`src/rtl/instr_encoder_loader_if.sv`:
```
`default_nettype none
// ============================================================================
// Module   : instr_encoder_loader_if
// Brief    : Field stream, memory write port and status bundle of the
//            RV32I instruction encoder/loader.
// Revision : 1.0
// ============================================================================
interface instr_encoder_loader_if #(
    parameter int ADDR_W = 10
);
    logic              start;
    logic              in_valid;
    logic              in_ready;
    logic [2:0]        in_kind;
    logic [2:0]        in_funct3;
    logic              in_sub;
    logic [4:0]        in_rd;
    logic [4:0]        in_rs1;
    logic [4:0]        in_rs2;
    logic [31:0]       in_imm;
    logic              in_last;
    logic              mem_we;
    logic [ADDR_W-1:0] mem_addr;
    logic [31:0]       mem_wdata;
    logic              busy;
    logic              done;
    logic              err;
    logic [1:0]        err_code;
    logic [ADDR_W:0]   count;

    modport master (
        output start, in_valid, in_kind, in_funct3, in_sub, in_rd, in_rs1,
               in_rs2, in_imm, in_last,
        input  in_ready, mem_we, mem_addr, mem_wdata, busy, done, err,
               err_code, count
    );

    modport slave (
        input  start, in_valid, in_kind, in_funct3, in_sub, in_rd, in_rs1,
               in_rs2, in_imm, in_last,
        output in_ready, mem_we, mem_addr, mem_wdata, busy, done, err,
               err_code, count
    );
endinterface
`default_nettype wire

```
`src/rtl/instr_encoder_loader.sv`:
```
`default_nettype none
// ============================================================================
// Module   : instr_encoder_loader
// Brief    : Packs RV32I instruction fields into machine words and writes them
//            sequentially into instruction memory. Define ENCODER_CHECK_EN to
//            enable funct3/immediate legality checking.
// Revision : 1.0
// ============================================================================
module instr_encoder_loader #(
    parameter int ADDR_W    = 10,
    parameter int BASE_ADDR = 0,
    parameter int DEPTH     = 256
) (
    input wire clk,
    input wire rst,
    instr_encoder_loader_if.slave bus
);

    localparam logic [2:0] c_ST_IDLE  = 3'd0;
    localparam logic [2:0] c_ST_LOAD  = 3'd1;
    localparam logic [2:0] c_ST_WRITE = 3'd2;
    localparam logic [2:0] c_ST_DONE  = 3'd3;
    localparam logic [2:0] c_ST_ERR   = 3'd4;

    localparam logic [2:0] c_K_LW   = 3'd0;
    localparam logic [2:0] c_K_SW   = 3'd1;
    localparam logic [2:0] c_K_R    = 3'd2;
    localparam logic [2:0] c_K_IA   = 3'd3;
    localparam logic [2:0] c_K_BR   = 3'd4;
    localparam logic [2:0] c_K_JALR = 3'd5;
    localparam logic [2:0] c_K_JAL  = 3'd6;

    localparam logic [6:0] c_OP_LOAD  = 7'b0000011;
    localparam logic [6:0] c_OP_STORE = 7'b0100011;
    localparam logic [6:0] c_OP_REG   = 7'b0110011;
    localparam logic [6:0] c_OP_IMM   = 7'b0010011;
    localparam logic [6:0] c_OP_BR    = 7'b1100011;
    localparam logic [6:0] c_OP_JALR  = 7'b1100111;
    localparam logic [6:0] c_OP_JAL   = 7'b1101111;
    localparam logic [6:0] c_OP_LUI   = 7'b0110111;

    localparam logic [ADDR_W-1:0] c_BASE  = ADDR_W'(BASE_ADDR);
    localparam logic [ADDR_W:0]   c_DEPTH = (ADDR_W+1)'(DEPTH);

    logic [2:0]        r_state;
    logic [2:0]        w_state_nxt;
    logic [31:0]       r_word;
    logic              r_last;
    logic [ADDR_W-1:0] r_addr;
    logic [ADDR_W:0]   r_count;
    logic [1:0]        r_err_code;

    logic [31:0]       w_word;
    logic [1:0]        w_chk_code;
    logic [1:0]        w_fail_code;
    logic              w_accept;
    logic              w_restart;
    logic              w_in_ready;
    logic              w_mem_we;
    logic              w_busy;
    logic              w_done;
    logic              w_err;

    // ------------------------------------------------------------------
    // Field packing; immediates are truncated to the bits each format holds
    // ------------------------------------------------------------------
    always_comb begin
        w_word = 32'd0;
        case (bus.in_kind)
            c_K_LW:   w_word = {bus.in_imm[11:0], bus.in_rs1, 3'b010,
                                bus.in_rd, c_OP_LOAD};
            c_K_SW:   w_word = {bus.in_imm[11:5], bus.in_rs2, bus.in_rs1,
                                3'b010, bus.in_imm[4:0], c_OP_STORE};
            c_K_R:    w_word = {1'b0, bus.in_sub, 5'b00000, bus.in_rs2,
                                bus.in_rs1, bus.in_funct3, bus.in_rd, c_OP_REG};
            c_K_IA:   w_word = {bus.in_imm[11:0], bus.in_rs1, bus.in_funct3,
                                bus.in_rd, c_OP_IMM};
            c_K_BR:   w_word = {bus.in_imm[12], bus.in_imm[10:5], bus.in_rs2,
                                bus.in_rs1, bus.in_funct3, bus.in_imm[4:1],
                                bus.in_imm[11], c_OP_BR};
            c_K_JALR: w_word = {bus.in_imm[11:0], bus.in_rs1, 3'b000,
                                bus.in_rd, c_OP_JALR};
            c_K_JAL:  w_word = {bus.in_imm[20], bus.in_imm[10:1],
                                bus.in_imm[11], bus.in_imm[19:12],
                                bus.in_rd, c_OP_JAL};
            default:  w_word = {bus.in_imm[31:12], bus.in_rd, c_OP_LUI};
        endcase
    end

`ifdef ENCODER_CHECK_EN
    localparam logic signed [31:0] c_I_MIN = -32'sd2048;
    localparam logic signed [31:0] c_I_MAX = 32'sd2047;
    localparam logic signed [31:0] c_B_MIN = -32'sd4096;
    localparam logic signed [31:0] c_B_MAX = 32'sd4094;
    localparam logic signed [31:0] c_J_MIN = -32'sd1048576;
    localparam logic signed [31:0] c_J_MAX = 32'sd1048574;

    logic signed [31:0] w_imm_s;
    logic               w_f3_legal;
    logic               w_imm_ok;

    assign w_imm_s = $signed(bus.in_imm);

    always_comb begin
        w_f3_legal = 1'b1;
        w_imm_ok   = 1'b1;
        case (bus.in_kind)
            c_K_LW, c_K_SW, c_K_JALR: begin
                w_imm_ok = (w_imm_s >= c_I_MIN) && (w_imm_s <= c_I_MAX);
            end
            c_K_R: begin
                w_f3_legal = (bus.in_funct3 == 3'b000) ||
                             (!bus.in_sub && ((bus.in_funct3 == 3'b111) ||
                                              (bus.in_funct3 == 3'b110) ||
                                              (bus.in_funct3 == 3'b010)));
            end
            c_K_IA: begin
                w_f3_legal = !bus.in_sub && ((bus.in_funct3 == 3'b000) ||
                                             (bus.in_funct3 == 3'b100) ||
                                             (bus.in_funct3 == 3'b110) ||
                                             (bus.in_funct3 == 3'b010));
                w_imm_ok   = (w_imm_s >= c_I_MIN) && (w_imm_s <= c_I_MAX);
            end
            c_K_BR: begin
                w_f3_legal = (bus.in_funct3 == 3'b000) || (bus.in_funct3 == 3'b001) ||
                             (bus.in_funct3 == 3'b100) || (bus.in_funct3 == 3'b101);
                w_imm_ok   = (w_imm_s >= c_B_MIN) && (w_imm_s <= c_B_MAX) &&
                             !bus.in_imm[0];
            end
            c_K_JAL: begin
                w_imm_ok = (w_imm_s >= c_J_MIN) && (w_imm_s <= c_J_MAX) &&
                           !bus.in_imm[0];
            end
            default: begin
                w_imm_ok = (bus.in_imm[11:0] == 12'd0);
            end
        endcase
    end

    // Encoding legality outranks immediate range
    assign w_chk_code = !w_f3_legal ? 2'd1 : (!w_imm_ok ? 2'd2 : 2'd0);
`else
    assign w_chk_code = 2'd0;
`endif

    assign w_fail_code = (w_chk_code != 2'd0) ? w_chk_code :
                         ((r_count == c_DEPTH) ? 2'd3 : 2'd0);
    assign w_accept    = (r_state == c_ST_LOAD) && bus.in_valid;
    assign w_restart   = bus.start && ((r_state == c_ST_IDLE) ||
                                       (r_state == c_ST_DONE) ||
                                       (r_state == c_ST_ERR));

    // ------------------------------------------------------------------
    // FSM: state register
    // ------------------------------------------------------------------
    always_ff @(posedge clk or posedge rst) begin
        if (rst) begin
            r_state <= c_ST_IDLE;
        end else begin
            r_state <= w_state_nxt;
        end
    end

    // ------------------------------------------------------------------
    // FSM: next state
    // ------------------------------------------------------------------
    always_comb begin
        w_state_nxt = r_state;
        case (r_state)
            c_ST_IDLE, c_ST_DONE, c_ST_ERR: begin
                if (bus.start) begin
                    w_state_nxt = c_ST_LOAD;
                end
            end
            c_ST_LOAD: begin
                if (bus.in_valid) begin
                    w_state_nxt = (w_fail_code != 2'd0) ? c_ST_ERR : c_ST_WRITE;
                end
            end
            c_ST_WRITE: begin
                w_state_nxt = r_last ? c_ST_DONE : c_ST_LOAD;
            end
            default: begin
                w_state_nxt = c_ST_IDLE;
            end
        endcase
    end

    // ------------------------------------------------------------------
    // FSM: outputs
    // ------------------------------------------------------------------
    always_comb begin
        w_in_ready = 1'b0;
        w_mem_we   = 1'b0;
        w_busy     = 1'b0;
        w_done     = 1'b0;
        w_err      = 1'b0;
        case (r_state)
            c_ST_LOAD: begin
                w_in_ready = 1'b1;
                w_busy     = 1'b1;
            end
            c_ST_WRITE: begin
                w_mem_we = 1'b1;
                w_busy   = 1'b1;
            end
            c_ST_DONE: w_done = 1'b1;
            c_ST_ERR:  w_err  = 1'b1;
            default: begin
                w_in_ready = 1'b0;
            end
        endcase
    end

    // ------------------------------------------------------------------
    // Datapath: pending word, write address, word count, error code
    // ------------------------------------------------------------------
    always_ff @(posedge clk or posedge rst) begin
        if (rst) begin
            r_word     <= 32'd0;
            r_last     <= 1'b0;
            r_addr     <= c_BASE;
            r_count    <= '0;
            r_err_code <= 2'd0;
        end else if (w_restart) begin
            r_addr     <= c_BASE;
            r_count    <= '0;
            r_err_code <= 2'd0;
        end else if (w_accept) begin
            if (w_fail_code == 2'd0) begin
                r_word <= w_word;
                r_last <= bus.in_last;
            end else begin
                r_err_code <= w_fail_code;
            end
        end else if (r_state == c_ST_WRITE) begin
            r_addr  <= r_addr + ADDR_W'(1);
            r_count <= r_count + (ADDR_W+1)'(1);
        end
    end

    assign bus.in_ready  = w_in_ready;
    assign bus.mem_we    = w_mem_we;
    assign bus.mem_addr  = r_addr;
    assign bus.mem_wdata = r_word;
    assign bus.busy      = w_busy;
    assign bus.done      = w_done;
    assign bus.err       = w_err;
    assign bus.err_code  = r_err_code;
    assign bus.count     = r_count;

endmodule
`default_nettype wire

```
`src/flat_wrapper.sv`:
```
// flat-port wrapper written by rule: the top's interface ports become plain ports
module instr_encoder_loader_flat 
#(
    parameter int ADDR_W    = 10,
    parameter int BASE_ADDR = 0,
    parameter int DEPTH     = 256
)
  (clk, rst, bus_start, bus_in_valid, bus_in_kind, bus_in_funct3, bus_in_sub, bus_in_rd, bus_in_rs1, bus_in_rs2, bus_in_imm, bus_in_last, bus_in_ready, bus_mem_we, bus_mem_addr, bus_mem_wdata, bus_busy, bus_done, bus_err, bus_err_code, bus_count);
  instr_encoder_loader_if #(.ADDR_W(ADDR_W)) bus_i ();
  input wire clk;
  input wire rst;
  input wire logic [$bits(bus_i.start)-1:0] bus_start;
  input wire logic [$bits(bus_i.in_valid)-1:0] bus_in_valid;
  input wire logic [$bits(bus_i.in_kind)-1:0] bus_in_kind;
  input wire logic [$bits(bus_i.in_funct3)-1:0] bus_in_funct3;
  input wire logic [$bits(bus_i.in_sub)-1:0] bus_in_sub;
  input wire logic [$bits(bus_i.in_rd)-1:0] bus_in_rd;
  input wire logic [$bits(bus_i.in_rs1)-1:0] bus_in_rs1;
  input wire logic [$bits(bus_i.in_rs2)-1:0] bus_in_rs2;
  input wire logic [$bits(bus_i.in_imm)-1:0] bus_in_imm;
  input wire logic [$bits(bus_i.in_last)-1:0] bus_in_last;
  output wire logic [$bits(bus_i.in_ready)-1:0] bus_in_ready;
  output wire logic [$bits(bus_i.mem_we)-1:0] bus_mem_we;
  output wire logic [$bits(bus_i.mem_addr)-1:0] bus_mem_addr;
  output wire logic [$bits(bus_i.mem_wdata)-1:0] bus_mem_wdata;
  output wire logic [$bits(bus_i.busy)-1:0] bus_busy;
  output wire logic [$bits(bus_i.done)-1:0] bus_done;
  output wire logic [$bits(bus_i.err)-1:0] bus_err;
  output wire logic [$bits(bus_i.err_code)-1:0] bus_err_code;
  output wire logic [$bits(bus_i.count)-1:0] bus_count;
  assign bus_i.start = bus_start;
  assign bus_i.in_valid = bus_in_valid;
  assign bus_i.in_kind = bus_in_kind;
  assign bus_i.in_funct3 = bus_in_funct3;
  assign bus_i.in_sub = bus_in_sub;
  assign bus_i.in_rd = bus_in_rd;
  assign bus_i.in_rs1 = bus_in_rs1;
  assign bus_i.in_rs2 = bus_in_rs2;
  assign bus_i.in_imm = bus_in_imm;
  assign bus_i.in_last = bus_in_last;
  assign bus_in_ready = bus_i.in_ready;
  assign bus_mem_we = bus_i.mem_we;
  assign bus_mem_addr = bus_i.mem_addr;
  assign bus_mem_wdata = bus_i.mem_wdata;
  assign bus_busy = bus_i.busy;
  assign bus_done = bus_i.done;
  assign bus_err = bus_i.err;
  assign bus_err_code = bus_i.err_code;
  assign bus_count = bus_i.count;
  instr_encoder_loader #(.ADDR_W(ADDR_W), .BASE_ADDR(BASE_ADDR), .DEPTH(DEPTH)) u_core (.clk(clk), .rst(rst), .bus(bus_i));
endmodule
```
`config.mk`:
```
export PLATFORM = sky130hd
export DESIGN_NAME = instr_encoder_loader_flat
export DESIGN_NICKNAME = d
export VERILOG_FILES = /design/src/rtl/instr_encoder_loader_if.sv /design/src/rtl/instr_encoder_loader.sv /design/src/flat_wrapper.sv
export SDC_FILE = /design/constraint.sdc
export NUM_CORES = 1
export LEC_CHECK = 0
export ABC_AREA = 1
export BUFFER_PORTS_ARGS = -buffer_cell sky130_fd_sc_hd__buf_2
export CAP_MARGIN = 20
export CORE_UTILIZATION = 42
export CTS_CLUSTER_DIAMETER = 200
export DETAILED_ROUTE_END_ITERATION = 12
export PLACE_DENSITY = 0.73
export SYNTH_ARGS = -nofsm -noshare
export SYNTH_HDL_FRONTEND = slang
export SYNTH_SLANG_ARGS = --single-unit
```
`constraint.sdc`:
```
create_clock -name clk -period 2.8 [get_ports clk]
set_input_delay 0.56 -clock clk [delete_from_list [all_inputs] [get_ports clk]]
set_output_delay 0.56 -clock clk [all_outputs]
set_load 0.02 [all_outputs]
```
==> results.md <==
- Number of setup buffers added after CTS: 0
- Leakage component of the power: between 2 and 2.5 nW
- CTS Sinks: 57
- Fmax: 506 MHz
- Die outline height: ~94 um
- Setup crit end kind: flop
- Instance count of the mapped netlist: 517
- Startpoint of the worst setup timing path: u_core.bus.count[0]
- Fraction of synthesized cell area taken by the top area cell type: 40.2%
- Count of warnings emitted by yosys: 0
- Power Dens Cells: 780 nW/um^2
- Sequential fraction of design power: between 30% and 40%
- Iteration-0 DRC count of the detailed router: 207
- Most repeated cell in the gate-level netlist after synthesis: sky130_fd_sc_hd__nand2_1
- Weighted congestion at the end of routability-driven global placement: 0.893
- Global-route wire length before repair: 16.2 mm
- Synth unique cells: 26
- DRC errors left: 0
- Part of the total power dissipated in combinational logic: 41.0%
- Later-pin clock latency in the skew report: roughly 340 ps
- Proportion of register bits with asynchronous set or reset after synthesis: 100%
- Worst min-delay path category: in2async
- Clock root buffer master: sky130_fd_sc_hd__clkbuf_8
- Kind of cell adding the most delay to the critical path: simple AND/OR/NAND/NOR gates
- Ports placed on the boundary: between 100 and 150
- Cell at the slowest stage of the critical path: sky130_fd_sc_hd__dfrtp_1
- Setup Skew: 10.9 ps
- Total number of vias: 3,820
- Number of buffer cells added on primary ports: 118
- Global route total overflow: 0
- Number of synthesized flops with an enable pin: 0
- Layout cells sized above 1: 24.3%
- Outcome: finished, final reports clean
- Number of max-slew violations in the final report: 0
- Psw: 1.45 mW
- Number of gates resized after cts: 0
- Initial Utilization: about 43%
- Number of nets in the final layout: between 600 and 700
- Vias in the first global route: 3,553
- Post-Layout Cell Count: about 740
- Critical Path Fanout Max: 48
- Library cell with the largest summed area after synthesis: sky130_fd_sc_hd__dfrtp_1
- Internal power: 1.95 mW
- DP Cell Count: 723
- Buffers & Inverters on Critical Path: 3
- Max-capacitance violation count: 0
- Hold-fix buffers, CTS: 0
- Cell area after synthesis: around 3500 sq um
- Std-Cell Core Area: 8180 sq um
- Antenna violations before repair: 0
- Share of the cycle needed by the critical path after routing: 70.6%
- Combined global-route utilization of all metal layers: a little under a quarter
- CTS clk-pin slew, worst paths: 70 ps
- Classification of the worst setup path: reg2reg
- Final setup vio count: 0
- Delay of the slowest cell on the worst path: 470 ps
- Worst Setup Start Kind: flop
- RSZ-0062 raised after global routing: false
- Number of H-tree levels: 3
- Final wirelength: 9.93 mm
- Arrival @ worst endpoint: 2210 ps
- Post-DR vias/cell: around 5.2
- Wirelength per Cell: 13.5 um
- First-pass DRT Iterations: 12
- Slack of the critical path: roughly 820 ps
- Most used standard cells in the synthesized netlist: 157 x sky130_fd_sc_hd__nand2_1, 57 x sky130_fd_sc_hd__dfrtp_1, 57 x sky130_fd_sc_hd__inv_1
- Number of CTS-inserted buffers: 9
- Synthesis-stage register bit count: 57
- Library cell appearing most often on the critical path: sky130_fd_sc_hd__nand2_1
- Post-route ant nets: 0
- Minimum setup slack after placement: 748 ps
- Share of total power in the clock network: between 20% and 30%
- Area growth from synthesis to layout: 23.1%
- Fraction of power spent switching nets: 42.7%
- Number of nets in the synthesized netlist: 579
- Post-detail-place hpwl: about 7.4 mm
- Die footprint: 8810 sq um
- Clock tree from TritonCTS: built
- Worst vdd rail ir drop: 0.397 mV
- Post-Synthesis Mean Instance Area: 6.86 sq um
- Pin count of the biggest net entering global routing: 49
- Reg-to-reg startpoint: u_core.bus.count[0]
- Final worst path period need: around 2000 ps
- Critical Path RT: 3030 ps
- Dominant register cell in the synthesized netlist: sky130_fd_sc_hd__dfrtp_1
- Die width: roughly 94 um
- Longest Clk Path Bufs: 2
- Cell-by-cell listing of the critical path: inv_1 -> ha_1 -> nand2_1 -> nor2_1 -> nand3_2 -> nand2_2 -> buf_4 -> nand2_1 -> nand2_1 -> inv_1
- Final hold vios: 0
- Floorplan row count: 33
- Actual transition at the worst max-transition pin: 581 ps
- Biggest area contributors in the synthesized netlist: sky130_fd_sc_hd__dfrtp_1 40%, sky130_fd_sc_hd__nand2_1 17%, sky130_fd_sc_hd__nand3_1 7.8%, sky130_fd_sc_hd__inv_1 6.0%, sky130_fd_sc_hd__nor2_1 5.5%
- Worst slew slack as a fraction of its limit: 61.3%
- Post-route setup TNS: 0 ps
- Antenna fix cells: 0
- Part of the Yosys area used for sequential elements: 40.2%
-- area by class of cell --
cell class / count / area (sq um)
fillers: 809 / 3810
flip-flops and latches: 57 / 1430
repair buffers: 122 / 621
inverters: 63 / 236
clock buffers: 12 / 155
clock inverters: 3 / 40.0
well taps: 105 / 131
multi-input cells: 376 / 1750
-- state kept, by name, indices dropped and copies added (netlist names) --
| register | count |
|---|---|
| u_core.bus.err_code | 1 |
| u_core.r_state | 3 |
| u_core.r_last | 1 |
| u_core.bus.mem_wdata | 31 |
| u_core.bus.mem_addr | 10 |
| u_core.bus.count | 11 |
-- layer usage --
metal | part of all wire, % | up-vias | track usage (%) | routed length (um)
li1 | - | 1891 | - | -
met1 | 45 | 1764 | 31.8 | 4470
met2 | 47 | 145 | 37.1 | 4660
met3 | 5.6 | 20 | 3.64 | 554
met4 | 2.4 | 0 | 10.5 | 240
met5 | 0 | - | 0 | 0
-- placed cells by master (no fill, tap or decap), drive strengths merged --
master  count
dfrtp      57
nand4      29
bufinv      1
inv        63
nor3        9
o21ai      37
a21oi       9
a21boi      7
xor2        1
or2         1
nand2     161
clkbuf     12
nand3      57
mux2i       5
clkinv      2
nand3b      1
nor2       56
ha          3
buf       122
-- per-stage QoR --
stage / hold slack [ps] / instance area (sq um) / util (%) / power [mW]
floorplan: 449 / 3540 / - / 2.18
global placement: 463 / 4170 / 51.0 / 2.62
detailed placement: 465 / 4170 / 51.0 / 2.65
CTS: 213 / 4360 / 53.4 / 3.43
global route: 245 / 4360 / 53.4 / 3.64
finish: 207 / 4360 / 53.4 / 3.40
-- power groups by stage --
| stage | clock (mW) | sequential (mW) | combinational (mW) |
|---|---|---|---|
| after detailed placement | 0 | 1.24 | 1.41 |
| after global placement | 0 | 1.24 | 1.39 |
| after floorplan | 0 | 1.49 | 0.687 |
| after CTS | 0.786 | 1.24 | 1.41 |
| after global routing | 0.812 | 1.27 | 1.56 |
| final | 0.770 | 1.24 | 1.39 |
-- cell families (layout without fill, tap and decap cells) --
logic type               after synthesis  in the layout  share of synthesized area [%]
buffers and inverters                 84            200                           10.3
multiplexers                           5              5                           1.41
flip-flops                            57             57                           40.2
AND/OR/NAND/NOR                      314            314                           38.8
AO/OA/AOI/OAI                         53             53                           7.98
XOR/XNOR                               1              1                          0.247
adder cells (fa/ha/maj)                3              3                           1.06
-- path summary, 6_finish.rpt --
check                                           end  depth (start not counted)  slack (ps)
max in group asynchronous    u_core.bus.mem_addr[4]                          3        1950
max                        u_core.bus.mem_wdata[10]                         10         820
max reg2reg                u_core.bus.mem_wdata[10]                         10         820
min in group clk                      u_core.r_last                          3         440
min reg2reg                u_core.bus.mem_wdata[24]                          2         480
min                        u_core.bus.mem_wdata[13]                          2         210
Note: power is estimated with default switching activity, not from simulation.
